<file path="src/rtl/pwm_duty_ramp.sv">
// Slew-rate limiter from the programmed target duty to the PWM duty input (RAMP_EXP_EN: exponential approach).
// Latency: 1 cycle in bypass (ramp_rate==0), ramp_rate cycles to the first step otherwise.
// Backpressure: none; hold freezes duty_out and the prescaler, busy/done stay live.
module pwm_duty_ramp #(
   parameter int DUTY_W = 8,
   parameter int RATE_W = 8
) (
   input  logic              clk,
   input  logic              rst,
   input  logic [DUTY_W-1:0] target_duty,
   input  logic [RATE_W-1:0] ramp_rate,
   input  logic [3:0]        step_size,
   input  logic              hold,
   output logic [DUTY_W-1:0] duty_out,
   output logic              busy,
   output logic              done
);

   logic [DUTY_W-1:0] duty_q, duty_d;
   logic [RATE_W-1:0] pcnt_q, pcnt_d;
   logic              was_busy_q, was_busy_d;

   logic [DUTY_W:0]   tgt_x;
   logic [DUTY_W:0]   cur_x;
   logic [DUTY_W:0]   delta;
   logic [DUTY_W:0]   step_s;
   logic [DUTY_W:0]   step_v;
   logic [DUTY_W:0]   next_x;
   logic              dir_up;
   logic              tick;

   assign busy     = (duty_q != target_duty);
   assign done     = was_busy_q & ~busy;
   assign duty_out = duty_q;

   // Step arithmetic is one bit wider than the duty so neither direction can wrap.
   always_comb begin
      tgt_x  = {1'b0, target_duty};
      cur_x  = {1'b0, duty_q};
      dir_up = (tgt_x > cur_x);
      delta  = dir_up ? (tgt_x - cur_x) : (cur_x - tgt_x);
      step_s = (step_size == 4'd0) ? {{DUTY_W{1'b0}}, 1'b1}
                                   : {{(DUTY_W - 3){1'b0}}, step_size};
`ifdef RAMP_EXP_EN
      step_v = ((delta >> 2) > step_s) ? (delta >> 2) : step_s;
`else
      step_v = step_s;
`endif
      // Landing exactly on target when the step would overshoot covers both clamps.
      if (step_v >= delta) begin
         next_x = tgt_x;
      end else if (dir_up) begin
         next_x = cur_x + step_v;
      end else begin
         next_x = cur_x - step_v;
      end
   end

   always_comb begin
      duty_d     = duty_q;
      pcnt_d     = pcnt_q;
      was_busy_d = busy;
      tick       = 1'b0;
      if (hold) begin
         duty_d = duty_q;
         pcnt_d = pcnt_q;
      end else if (ramp_rate == '0) begin
         duty_d = target_duty;
         pcnt_d = '0;
      end else if (!busy) begin
         pcnt_d = '0;
      end else begin
         // >= rather than == so a rate lowered mid-ramp still fires promptly.
         tick = (pcnt_q >= (ramp_rate - 1'b1));
         if (tick) begin
            pcnt_d = '0;
            duty_d = next_x[DUTY_W-1:0];
         end else begin
            pcnt_d = pcnt_q + 1'b1;
         end
      end
   end

   always_ff @(posedge clk) begin
      if (rst) begin
         duty_q     <= '0;
         pcnt_q     <= '0;
         was_busy_q <= 1'b0;
      end else begin
         duty_q     <= duty_d;
         pcnt_q     <= pcnt_d;
         was_busy_q <= was_busy_d;
      end
   end

endmodule

</file>
<file path="config.mk">
export PLATFORM = sky130hd
export DESIGN_NAME = pwm_duty_ramp
export DESIGN_NICKNAME = d
export VERILOG_FILES = /design/src/rtl/pwm_duty_ramp.sv
export SDC_FILE = /design/constraint.sdc
export NUM_CORES = 1
export LEC_CHECK = 0
export CAP_MARGIN = 20
export CORE_ASPECT_RATIO = 0.6
export CORE_MARGIN = 2
export CORE_UTILIZATION = 29
export CTS_CLUSTER_SIZE = 14
export DETAILED_ROUTE_END_ITERATION = 7
export GPL_TIMING_DRIVEN = 0
export PLACE_DENSITY = 0.47
export SYNTH_ARGS = -nofsm -noshare
export SYNTH_HDL_FRONTEND = slang
export SYNTH_SLANG_ARGS = --single-unit
</file>
<file path="constraint.sdc">
create_clock -name clk -period 5.39 [get_ports clk]
set_clock_uncertainty 0.1 [all_clocks]
set_input_delay 1.3475 -clock clk [delete_from_list [all_inputs] [get_ports clk]]
set_output_delay 1.3475 -clock clk [all_outputs]
set_load 0.05 [all_outputs]
</file>
==> metrics.md <==
| Metric | Value |
|---|---|
| Status | complete, no violations |
| Fraction of synthesized cell area in xor and xnor cells | 0.05695 |
| Post-synthesis sequential area ratio | 0.1335 |
| Netlist area before placement | 0.002549 mm^2 |
| H-tree depth | 1 |
| Mapped Cells | 320 |
| ANT cells | 0 |
| Mapped Nets | 385 |
| Maxcap violations | 0 |
| Pwr dens | 141.1 mW/mm^2 |
| Design Power | 0.4395 mW |
| Setup Viol. Count Final | 0 |
| Gr usage total | 0.1552 |
| Post-Synth Simple-Gate Area | 0.2023 |
| Primary flip-flop cell chosen by synthesis mapping | dfxtp_1 |
| Via count | 2,364 |
| Max Slew Vio Count | 0 |
| Core area | 0.008523 mm^2 |
| Setup slack after layout | 0.1485 ns |
| Critical Path Fanout Max | 7 |
| Flip-flop and latch area | 340.3 um^2 |
| Place WS | -0.2807 ns |
| Worst slew margin | 0.3544 |
| Hold Path Origin | pcnt_q[0]$_SDFFE_PP0N_ |
| Share of total power in combinational logic | 0.360 |
| Worst setup path start | target_duty[2] |
| Post-synth ARST share | 0 |
| Worst vdd ir | 0.00009707 V |
| Mux cell area share after synthesis | 0.03486 |
| Gr ovfl total | 0 |
| FMAX | 0.1908 GHz |
| Final Hold Fails | 0 |
| Reg power frac | 0.294 |
| Number of synthesized register bits | 17 |
| Hold Crit Class | register to register |
| RSZ-0062 raised after global routing | no |
| Least-Margin Pin Slew | 0.9582 ns |
| Clk_lat worst skew | 0.25 ns |
| Sw frac | 0.3192 |
| Netlist cell types | 65 |
| Switching Power | 0.1403 mW |
| Vias in the first global route | 2,253 |
| WP data required | 3.94 ns |
| CTS root buffer | clkbuf_16 |
| Largest family of logic cells by synthesized area | compound AO/OA/AOI/OAI gates |
| Initial DRC count | 185 |
| First-pass GRT wire length | 11,990 um |
| CP startpoint kind | input pin |
| Reg2Reg Launch Point | duty_out[2]$_SDFFE_PP0P_ |
| Worst-path cell chain | clkdlybuf4s50_1 -> inv_1 -> ha_2 -> nand4_1 -> nor2_4 -> buf_4 -> and2_1 -> clkdlybuf4s50_1 |
| IO Pins | 33 |
| CP most frequent cell | clkdlybuf4s50_1 |
| # rows | 26 |
| Final #Nets | 423 |
| Int Pwr | 0.2992 mW |
| DRT antenna net count | 0 |
| Synth Area in Adders | 0.2150 |
| Final GP Congestion | 0.8231 |
| CP endpoint kind | output port |
| Die area | 0.009579 mm^2 |
| Pleak | 1.304 nW |
| Syn_area_per_cell | 7.965 um^2 |
| Compound-cell area share of the yosys netlist | 0.2582 |
| Starting Density | 0.2990 |
| CTS tree | yes |
| # port buffers | 32 |
| Sink Count | 17 |
| Initial antenna violation count | 0 |
| Post-route setup TNS | 0 ns |
| Crit path DAT | 3.79 ns |
| DRT Pass-1 Iters | 4 |
| Synthesis warning total | 0 |
| CP max stage cell | clkdlybuf4s50_1 |
| Via/cell ratio | 5.041 |
| Number of synthesized flops with an enable pin | 0 |
| Buffer depth of the longest clock path | 2 |
| Die X | 125.0 um |
| Layout overhead on the synthesized area | 22.24% |
| Cts bufs inserted | 3 |
| Fill cell count | 944 |
| Chip Height | 76.62 um |
| WL final | 7195 um |
| Hpwl dp | 6115 um |
| DRC viols | 0 |
| Clock share of power | 0.346 |
| Minimum clock period | 5.242 ns |
| CP Class | input pin to output port |
| Share of cells above drive strength 1 | 0.09804 |
| Period utilization | 0.9725 |
| Clk slew on worst S/H paths | 0.05 ns |
| Crit path largest cell delay | 0.80 ns |
| Pin count of the biggest net entering global routing | 11 |
| Area occupied by multi-input gates | 0.001973 mm^2 |
| Wire per inst | 15.34 um |
[sequential cells by signal (all words and copies together), names as in the netlist]
signal / flops
was_busy_q: 1
duty_out: 8
pcnt_q: 8
[kinds of logic (layout without fill, tap and decap cells)]
| kind of cell | Yosys count | count (layout) |
|---|---|---|
| multiplexers | 7 | 7 |
| AO/OA/AOI/OAI | 90 | 90 |
| adder cells (fa/ha/maj) | 42 | 42 |
| buffers and inverters | 57 | 94 |
| XOR/XNOR | 15 | 15 |
| flip-flops | 17 | 17 |
| AND/OR/NAND/NOR | 92 | 92 |
[worst max-delay path: cells and delay by family]
family	cells	cell delay, ns
simple gates	3	0.52
fa+ha+maj	1	0.39
buf+inv	4	1.52
[per-layer routing]
metal  GRT usage  vias up  part of all wire
li1            -     1236                 -
met1      0.2686     1078              0.61
met2      0.1962       50              0.34
met3     0.02598        0             0.050
met4     0.01000        0                 0
met5           0        -                 0
[metrics by stage]
stage	utilization	hold WS [ns]	area (um^2)	instances
floorplan	-	0.3577	2549	320
global placement	0.3531	0.3855	3009	464
detailed placement	0.3531	0.3833	3009	464
CTS	0.3629	0.3905	3093	468
global route	0.3655	0.4482	3115	469
finish	0.3655	0.3875	3115	469
[cells in the mapped netlist (2+ instances only)]
| library cell | number | share of area |
|---|---|---|
| o21ai_2 | 2 | 0.0069 |
| xnor2_1 | 8 | 0.027 |
| fa_1 | 3 | 0.024 |
| buf_6 | 4 | 0.018 |
| o2111ai_1 | 9 | 0.031 |
| nor2_1 | 12 | 0.018 |
| a22oi_1 | 3 | 0.0088 |
| xor2_1 | 6 | 0.021 |
| nor3b_1 | 2 | 0.0059 |
| ha_1 | 39 | 0.19 |
| nand2b_1 | 2 | 0.0049 |
| a31oi_1 | 2 | 0.0049 |
| and3_1 | 6 | 0.015 |
| inv_1 | 40 | 0.059 |
| nor2b_1 | 4 | 0.0098 |
| o221ai_1 | 5 | 0.017 |
| nor3_1 | 11 | 0.022 |
| o21bai_1 | 2 | 0.0059 |
| or2_2 | 3 | 0.0074 |
| or3_1 | 5 | 0.012 |
| buf_2 | 4 | 0.0079 |
| nand3b_1 | 6 | 0.018 |
| o211ai_1 | 6 | 0.018 |
| dfxtp_1 | 17 | 0.13 |
| a21o_1 | 5 | 0.015 |
| nand2_1 | 14 | 0.021 |
| clkbuf_1 | 7 | 0.010 |
| and4_1 | 3 | 0.010 |
| o21ai_0 | 19 | 0.037 |
| a211oi_1 | 2 | 0.0059 |
| a21oi_1 | 19 | 0.037 |
| mux2i_1 | 4 | 0.016 |
| nand3_1 | 14 | 0.027 |
[what timing repair did]
action                     CTS  global route
setup endpoints to repair    7             8
cloned                       0             0
gates resized for setup      1             5
hold buffers                 0             0
buffers inserted             0             1
pin swaps                    0             2
[power by group through the flow]
| stage | clock network (mW) | registers, mW | logic, mW |
|---|---|---|---|
| 6_report | 0.152 | 0.129 | 0.158 |
| 5_1_grt | 0.163 | 0.129 | 0.178 |
| 4_1_cts | 0.159 | 0.129 | 0.155 |
| 3_5_place_dp | 0 | 0.132 | 0.154 |
| 3_3_place_gp | 0 | 0.132 | 0.153 |
| 2_1_floorplan | 0 | 0.133 | 0.103 |
[path summary, 6_finish.rpt]
check	to	slack, ns	depth (start not counted)
hold / removal	pcnt_q[0]$_SDFFE_PP0N_	0.39	2
setup / recovery	done	0.15	8
hold reg to reg	pcnt_q[0]$_SDFFE_PP0N_	0.39	2
setup reg to reg	duty_out[6]$_SDFFE_PP0P_	1.56	17
[cell usage in the layout (no fill, tap or decap), types with 4 or more instances in the layout]
cell / count
a21o_1: 5
nor2b_1: 4
and3_1: 6
o21ai_0: 18
o221ai_1: 5
nand3b_1: 6
clkbuf_1: 8
or3_1: 5
o2111ai_1: 8
a21oi_1: 18
xor2_1: 6
nor3_1: 11
clkdlybuf4s50_1: 31
mux2i_1: 4
nand2_1: 14
o211ai_1: 6
inv_1: 40
nand3_1: 14
buf_6: 4
dfxtp_1: 17
ha_1: 38
buf_2: 4
xnor2_1: 8
nor2_1: 12
[area by class of cell]
type,instances,share of cell area
Inverter,41,0.04940
Buffer,16,0.03173
Timing Repair Buffer,33,0.1060
Tap cell,112,0.04498
Multi-Input combinational cell,246,0.6333
Sequential cell,17,0.1092
Clock buffer,4,0.02530
No activity file was read; power rests on OpenSTA's default activity.
